## config.mk

```make
export PLATFORM = sky130hd
export DESIGN_NAME = regfile_wb_arbiter
export DESIGN_NICKNAME = d
export VERILOG_FILES = /design/src/rtl/regfile_wb_arbiter.sv
export SDC_FILE = /design/constraint.sdc
export NUM_CORES = 1
export LEC_CHECK = 0
export CAP_MARGIN = 20
export CORE_MARGIN = 8
export CORE_UTILIZATION = 43
export CTS_BUF_LIST = sky130_fd_sc_hd__clkbuf_2
export DETAILED_ROUTE_END_ITERATION = 16
export PLACE_DENSITY = 0.82
export SLEW_MARGIN = 10
export SYNTH_ARGS = -nofsm -noshare
export SYNTH_HDL_FRONTEND = slang
export SYNTH_SLANG_ARGS = --single-unit
```

## constraint.sdc

```tcl
create_clock -name clk -period 3.64 [get_ports clk]
set_input_delay 1.092 -clock clk [delete_from_list [all_inputs] [get_ports clk]]
set_output_delay 1.092 -clock clk [all_outputs]
set_load 0.03 [all_outputs]
```

## src/rtl/regfile_wb_arbiter.sv

```systemverilog
// Regfile writeback arbiter (ALU vs LSU) with a per-register busy scoreboard for RAW stalls.
// Define REGFILE_WB_ARB_RR_EN for round-robin arbitration; otherwise LSU has fixed priority.
module regfile_wb_arbiter #(
  parameter int XW = 32
) (
  input  logic          clk,
  input  logic          rst,
  input  logic          alu_valid_ip,
  input  logic [4:0]    alu_addr_ip,
  input  logic [XW-1:0] alu_data_ip,
  output logic          alu_ready_op,
  input  logic          lsu_valid_ip,
  input  logic [4:0]    lsu_addr_ip,
  input  logic [XW-1:0] lsu_data_ip,
  output logic          lsu_ready_op,
  input  logic          issue_en_ip,
  input  logic [4:0]    issue_addr_ip,
  input  logic          flush_ip,
  input  logic [4:0]    chk_addr1_ip,
  input  logic [4:0]    chk_addr2_ip,
  output logic          hazard_op,
  output logic [31:0]   busy_op,
  output logic          wr_en_op,
  output logic [4:0]    wr_addr_op,
  output logic [XW-1:0] wr_data_op
);

  logic          alu_gnt, lsu_gnt, acc;
  logic [4:0]    acc_addr;
  logic [XW-1:0] acc_data;
  logic          wr_en_q, wr_en_d;
  logic [4:0]    wr_addr_q, wr_addr_d;
  logic [XW-1:0] wr_data_q, wr_data_d;
  logic [31:0]   busy_q, busy_d;

`ifdef REGFILE_WB_ARB_RR_EN
  // Pointer names the preferred requester (1 = LSU) and toggles on every accept.
  logic pref_lsu_q, pref_lsu_d;

  assign alu_gnt    = alu_valid_ip && (!lsu_valid_ip || !pref_lsu_q);
  assign lsu_gnt    = lsu_valid_ip && (!alu_valid_ip ||  pref_lsu_q);
  assign pref_lsu_d = acc ? !pref_lsu_q : pref_lsu_q;

  always_ff @(posedge clk or posedge rst) begin
    if (rst) pref_lsu_q <= 1'b0;
    else     pref_lsu_q <= pref_lsu_d;
  end
`else
  assign lsu_gnt = lsu_valid_ip;
  assign alu_gnt = alu_valid_ip && !lsu_valid_ip;
`endif

  assign alu_ready_op = alu_gnt;
  assign lsu_ready_op = lsu_gnt;
  assign acc          = alu_gnt || lsu_gnt;
  assign acc_addr     = lsu_gnt ? lsu_addr_ip : alu_addr_ip;
  assign acc_data     = lsu_gnt ? lsu_data_ip : alu_data_ip;

  // NOTE: every always_comb output gets a default first so no path can infer a latch.
  always_comb begin
    wr_en_d   = acc && (acc_addr != 5'd0);
    wr_addr_d = wr_addr_q;
    wr_data_d = wr_data_q;
    if (acc) begin
      wr_addr_d = acc_addr;
      wr_data_d = acc_data;
    end

    // Retire clears first so a same-edge issue to that register wins; flush overrides both.
    busy_d = busy_q;
    if (wr_en_q)     busy_d[wr_addr_q]     = 1'b0;
    if (issue_en_ip) busy_d[issue_addr_ip] = 1'b1;
    if (flush_ip)    busy_d                = '0;
    busy_d[0] = 1'b0;
  end

  // NOTE: the scoreboard is 32 flops, not a RAM, so it is reset directly; no init sweep needed.
  // NOTE: sequential state uses non-blocking assignments so every flop samples pre-edge values.
  always_ff @(posedge clk or posedge rst) begin
    if (rst) begin
      wr_en_q   <= 1'b0;
      wr_addr_q <= '0;
      wr_data_q <= '0;
      busy_q    <= '0;
    end else begin
      wr_en_q   <= wr_en_d;
      wr_addr_q <= wr_addr_d;
      wr_data_q <= wr_data_d;
      busy_q    <= busy_d;
    end
  end

  assign hazard_op  = busy_q[chk_addr1_ip] || busy_q[chk_addr2_ip];
  assign busy_op    = busy_q;
  assign wr_en_op   = wr_en_q;
  assign wr_addr_op = wr_addr_q;
  assign wr_data_op = wr_data_q;

endmodule

```

==> Word-level counts from Yosys, hierarchy flattened <==
Index checks and enable logic that the tools add are counted.
{ "totals": {"word_cells": 34, "output_inout_bits": 73, "ff_bits": 69} }
{ "op_classes": {"n_mux": 13, "n_bitwise": 3, "n_lt_le_gt_ge": 6, "reduce_logical": 8} }
{ "ops": {"columns": ["cell", "n"], "rows": [
  ["$mux 32", 4],
  ["$and 32x32->32", 1],
  ["$not 32->32", 1],
  ["$or 32x32->32", 1],
  ["$lt 5x6->1 const B", 4],
  ["$bmux 1 s5", 2],
  ["$demux 1 s5", 2],
  ["$ge 5x1->1 const B", 2],
  ["$mux 5", 1],
  ["$reduce_bool 5->1", 1],
  ["$logic_and 1x1->1", 4],
  ["$mux 1", 4],
  ["$logic_or 1x1->1", 2],
  ["$logic_not 1->1", 1]
]} }

==> Logic depth before layout (Yosys ltp) <==
Gate-level depths: netlist of the first run.
{ "depth": {"depth_word": 10, "depth_mapped": 6} }

==> Least setup slack after synthesis of the first run <==
No wires, ideal clock.
{ "synth_timing": {"path_type": "input port to output port", "from": "in chk_addr1_ip[3]", "to": "out hazard_op", "path_stages": 6, "arrival_time_ns": 2.458, "path_buffers": 1, "slack_ns": 0.090, "cell_sequence": "clkbuf_1 -> mux4_2 -> mux2i_1 -> nand3b_1 -> nand3_1 -> o2111ai_1"} }
{ "synth_via": {"elab_chain_cells": 3} }
{ "synth_lines": {"columns": ["element", "line", "source"], "rows": [
  ["from (decl)", "19", "input logic [4:0] chk_addr1_ip,"],
  ["$bmux 1 s5", "93", "assign hazard_op = busy_q[chk_addr1_ip] || busy_q[chk_addr2_ip];"],
  ["$mux 1 (implied by the code)", "93", null],
  ["$logic_or 1x1->1", "93", null],
  ["to (decl)", "21", "output logic hazard_op,"]
]} }
No other way between the ends. The select of a mux whose other input is x is not followed.

==> Final worst setup path of the first run <==
{ "layout_timing": {"from": "in chk_addr2_ip[0]", "to": "out hazard_op"} }
{ "layout_via": {"elab_chain_cells": 3} }
{ "layout_lines": {"columns": ["element", "line", "source"], "rows": [
  ["from (decl)", "20", "input logic [4:0] chk_addr2_ip,"],
  ["$bmux 1 s5", "93", null],
  ["$mux 1 (implied by the code)", "93", null],
  ["$logic_or 1x1->1", "93", null]
]} }
No other way between the ends. The select of a mux whose other input is x is not followed.

==> impl_metrics.toml, run 1 <==
[finish]
fillers = 684
area_growth_pct = 50.42
final_area_um2 = 5595
mostFrequentLayoutCell = "clkdlybuf4s50_1"
drive_gt1_frac = 0.1014
final_cells = 660
mostFrequentLayoutCells = "clkdlybuf4s50_1 (154), nand2_1 (74), o21ai_0 (72), dfrtp_1 (69), mux2i_1 (40)"
layout.nets = 642
diodes = 0

[run]
drv_cap = 0

[global_route]
track_usage = 0.2153
grt_pass1_vias = 3845
grt_pass1_wl_mm = 19.98
grt_max_degree = 78
grt_antenna_before_repair = 0
grt-ovfl-total = 0

[drt]
drtIter0Drc = 199
firstDrtPassIters = 6
via_per_inst = 5.514
wl_mm = 12.60
drcViolationCount = 0
antenna_left = 0
vias = 3639
wl_per_cell_um = 19.09

[clock_network]
hold_buffers = 0
cts_buffers = 9
cts_tree = "yes"
cts.sinks = 69
clockRootBuffer = "clkbuf_2"
cts.path.max_buffers = 2
post_cts_buffers = 0
clk_latency_ps = 480
cts.htree.levels = 3
clkTransAtPathRegs_ps = 200

[critical_path]
crit_required_ps = 2550
endpoint_kind = "output port"
crit_arrival_ps = 2470
crit_fanout = 3
crit_type = "input port to output port"
startpoint_type = "input port"

[timing]
relSlewSlack = 0.5654
fin_skew_ps = 30.85
fin_crit_sh = 0.9790
final-setup-viol-count = 0
holdWs_ps = 593.6
max_freq_mhz = 280.6
hold_violations = 0
fin_crit_ps = 3564
grt_setup_unrepaired = "false"
worstMarginPinSlew_ps = 651.0
slew_violations = 0

[floorplan]
core_area_um2 = 8551
rows = 34
die_h_um = 109.0
start_util = 0.4350
die_area_um2 = 11880
io_pins = 168
die_w_um = 109.0

[place]
dp.cells = 644
io_buffer_count = 166
gp_congestion = 0.9005
placed_area_um2 = 5515
hpwl_mm = 9.744

[logic_synthesis]
syn_area_per_cell_um2 = 9.763
synth_cells = 381
netlist_area_um2 = 3720
synth.distinct_cells = 33
ys_top_cells_by_area = "dfrtp_1 (46%), mux2i_1 (11%), o21ai_0 (9.7%)"
synth.top_cell.area_share = 0.4642
ys_seq_area_frac = 0.4642
synth_warnings = 0
synth-main-ff-cell = "dfrtp_1"
ys_seq_elements = 69
synth-edff-count = 0
yosysTopAreaCell = "dfrtp_1"
synth_nets = 476
synthArstFlopShare = 1.000

[power_and_ir_drop]
cellPowerDensity_nw_per_um2 = 313.0
power.leakage_nw = 2.347
total_power_mw = 1.751
peakVddDrop_uv = 180.7

[worst_hold_path]
hold_path_class = "register to register"

[status]
outcome = "finished clean"
## worst max-delay path, cell delays in order
cell       delay, ps
buf_2            130
buf_4            140
mux4_1           320
nor2b_1           40
or4_1            460
o2111ai_1         90
buf_4            190
## stage by stage
stage | setup slack, ps | TNS (ps) | utilization
global placement | -789.2 | -789.2 | 0.6450
global route | 0.9830 | 0 | 0.6544
CTS | 8.620 | 0 | 0.6557
finish | 76.39 | 0 | 0.6544
floorplan | 89.98 | 0 | -
detailed placement | -821.0 | -821.0 | 0.6450
## Yosys cell counts (2+ instances only)
master    number
nor2_1         9
buf_4          2
mux4_1         3
inv_1          2
mux2i_1       40
or3b_2         2
and3_1         2
nand3_1        4
mux2_2         2
nor2b_1        3
o21ai_0       72
nand3b_1       8
buf_2          6
a21oi_1       32
dfrtp_1       69
nor3b_1        5
nand2_1       74
mux4_2        11
or4_1          3
and3b_1        3
buf_1          3
clkbuf_1      15
## final timing paths
kind                                 start  slack (ps)  depth (start not counted)        endpoint
max in group asynchronous              rst        1970                          3      busy_op[3]
max reg2reg                  wr_addr_op[2]        2110                          3      busy_op[6]
min                         wr_data_op[30]         590                          2  wr_data_op[30]
min reg2reg                 wr_data_op[30]         590                          2  wr_data_op[30]
min in group asynchronous              rst        1000                          2   wr_data_op[2]
max                        chk_addr2_ip[0]          80                          7       hazard_op
## registers in the layout, summed over array words and instances (netlist names)
signal and flops:
wr_data_op 32, wr_addr_op 5, busy_op 31, wr_en_op 1
## what timing repair did
| item | CTS | global route |
|---|---|---|
| pin swaps | 2 | 3 |
| setup endpoints to repair | 1 | 1 |
| resized for setup | 24 | 4 |
## final cells by class
type                       instances  area (um^2)  share of cell area
timing repair buffer             183         1770              0.3164
multi-input combinational        282         1849              0.3305
inverter                           2        7.507            0.001342
sequential                        69         1727              0.3086
clock buffer                      11        55.05            0.009839
clock inverter                     5        51.30            0.009168
tap                              108        135.1             0.02415
## kinds of logic (layout without fill, tap and decap cells)
group	count (synthesis)	count (layout)	share of synthesized area
simple gates	116	116	0.1463
compound gates	109	109	0.1504
flops	69	69	0.4642
mux	56	56	0.2015
buf+inv	30	201	0.03666
other cells	1	1	0.001008
## power breakdown
group,total [mW],internal (mW),switching [mW]
logic,0.477,0.232,0.245
clock network,0.424,0.161,0.264
registers,0.851,0.810,0.0408
total,1.75,1.20,0.549
## routing by layer
layer / part of all wire / global-route usage / up-vias
met5: 0 / 0 / -
met4: 0.012 / 0.06256 / 0
met3: 0.14 / 0.1111 / 16
met2: 0.46 / 0.3367 / 226
met1: 0.39 / 0.2538 / 1702
li1: - / - / 1695
Note: power is estimated with default switching activity, not from simulation.
==> run 2: changes to the inputs <==
--- a/config.mk
+++ b/config.mk
@@ -10,6 +10,7 @@
 export CORE_UTILIZATION = 43
 export CTS_BUF_LIST = sky130_fd_sc_hd__clkbuf_2
 export DETAILED_ROUTE_END_ITERATION = 16
+export GPL_TIMING_DRIVEN = 0
 export PLACE_DENSITY = 0.82
 export SLEW_MARGIN = 10
 export SYNTH_ARGS = -nofsm -noshare
==> run 2 against run 1 <==
  * Sequential share of layout area grew 0.28 points
  * Final area shrank 0.89%
  * Largest cell class unchanged
  * Utilization shrank 0.59 points
==> impl_metrics.toml, run 2 (synthesized netlist as in run 1, its figures left out) <==
[global_route]
grt-ovfl-total = 0
grt_antenna_before_repair = 0
grt_max_degree = 37
track_usage = 0.2106
grt_pass1_vias = 3841
grt_pass1_wl_mm = 19.58

[timing]
relSlewSlack = 0.3946
worstMarginPinSlew_ps = 906.1
fin_crit_sh = 0.9963
final-setup-viol-count = 0
grt_setup_unrepaired = "false"
fin_crit_ps = 3627
holdWs_ps = 601.2
max_freq_mhz = 275.7
setup_tns_ps = 0
fin_skew_ps = 26.24
fin_ws_ps = 13.49
hold_violations = 0
slew_violations = 0

[critical_path]
path_cells = "buf_4, mux4_1, mux2_2, a31oi_1, o2111ai_1, buf_4"
crit_fanout = 5
crit_type = "input port to output port"
crit_arrival_ps = 2530
cpPeakStageDelay_ps = 540
critPathTopFamily = "multiplexers"
worstReg2RegStart = "wr_addr_op[2]"
crit_start = "chk_addr2_ip[0]"
cpMostUsedCell = "buf_4"
startpoint_type = "input port"
crit_buf_inv = 2
crit_required_ps = 2550
cp_slowest_cell = "mux4_1"
endpoint_kind = "output port"

[clock_network]
cts.path.max_buffers = 2
clk_latency_ps = 500
clkTransAtPathRegs_ps = 180
clockRootBuffer = "clkbuf_2"
cts_buffers = 9
cts_tree = "yes"
cts.htree.levels = 3
cts.sinks = 69

[worst_hold_path]
min_from = "wr_data_op[31]"
hold_path_class = "register to register"

[power_and_ir_drop]
peakVddDrop_uv = 180.1
total_power_mw = 1.683
power.leakage_nw = 2.310
cellPowerDensity_nw_per_um2 = 303.5

[finish]
mostFrequentLayoutCells = "clkdlybuf4s50_1 (154), nand2_1 (74), o21ai_0 (72), dfrtp_1 (69), mux2i_1 (40)"
final_util = 0.6485
mostFrequentLayoutCell = "clkdlybuf4s50_1"
diodes = 0
drive_gt1_frac = 0.08259
largest_reg_flops = 32
layout.nets = 647
area_growth_pct = 49.08

[place]
io_buffer_count = 159
place_ws_ps = -944.8
hpwl_mm = 10.21
gp_congestion = 0.8926

[status]
outcome = "finished clean"

[drt]
via_per_inst = 5.522
wl_mm = 12.68
vias = 3672
drtIter0Drc = 148
wl_per_cell_um = 19.07
drcViolationCount = 0
antenna_left = 0
firstDrtPassIters = 4

[floorplan]
die_area_um2 = 11880
io_pins = 168
die_h_um = 109.0
start_util = 0.4350
die_w_um = 109.0
rows = 34
core_area_um2 = 8551

[run]
drv_cap = 0
run 2: changes by cell type in the layout (fill, tap and decap cells not counted), moves of 2 or more:
cell	before	now
clkbuf_2	11	13
clkinv_2	1	3
buf_4	17	5
clkbuf_1	0	14
buf_1	0	3
run 2: cell type report:
type	instances	area [um^2]
fill	711	3005
multi-input combinational	282	1853
sequential	69	1727
timing repair buffer	160	1603
buffer	28	135.1
tap	108	135.1
clock buffer	11	55.05
clock inverter	5	27.53
inverter	2	10.01
run 2: metrics by stage:
step,area [um^2],cells
2_1_floorplan,3720,381
3_3_place_gp,5446,648
3_5_place_dp,5469,649
4_1_cts,5542,665
5_1_grt,5545,665
6_report,5545,665
run 2: metal layers:
metal | wire (um) | part of all wire | vias up | track usage
met2 | 6022 | 0.47 | 191 | 0.3462
li1 | - | - | 1704 | -
met5 | 0 | 0 | - | 0
met1 | 4800 | 0.38 | 1758 | 0.2361
met3 | 1648 | 0.13 | 19 | 0.09279
met4 | 208 | 0.016 | 0 | 0.08113
run 2: timing repair:
action                     CTS  global route
setup buffers                0             0
setup endpoints to repair    2             1
hold buffers                 0             0
resized for setup           16             3
cloned                       0             0
run 2: worst paths after layout:
check,to,cells after the start,slack (ps)
setup / recovery,hazard_op,6,10
hold / removal,wr_data_op[31],2,600
setup reg to reg,busy_op[5],4,1970
hold reg to reg,wr_data_op[31],2,600
max in group asynchronous,wr_addr_op[4],3,2160
min in group asynchronous,busy_op[8],2,920
run 2: where the power goes:
group / leakage, nW / total (mW) / switching, mW / internal (mW)
clock: 0.0631 / 0.357 / 0.266 / 0.0914
combinational: 1.36 / 0.485 / 0.258 / 0.228
sequential: 0.889 / 0.840 / 0.0305 / 0.810
total: 2.31 / 1.68 / 0.554 / 1.13
run 2: worst min-delay path, cell delays in order (launching register included):
cell and delay (ps):
dfrtp_1 390, mux2i_1 60, o21ai_0 130
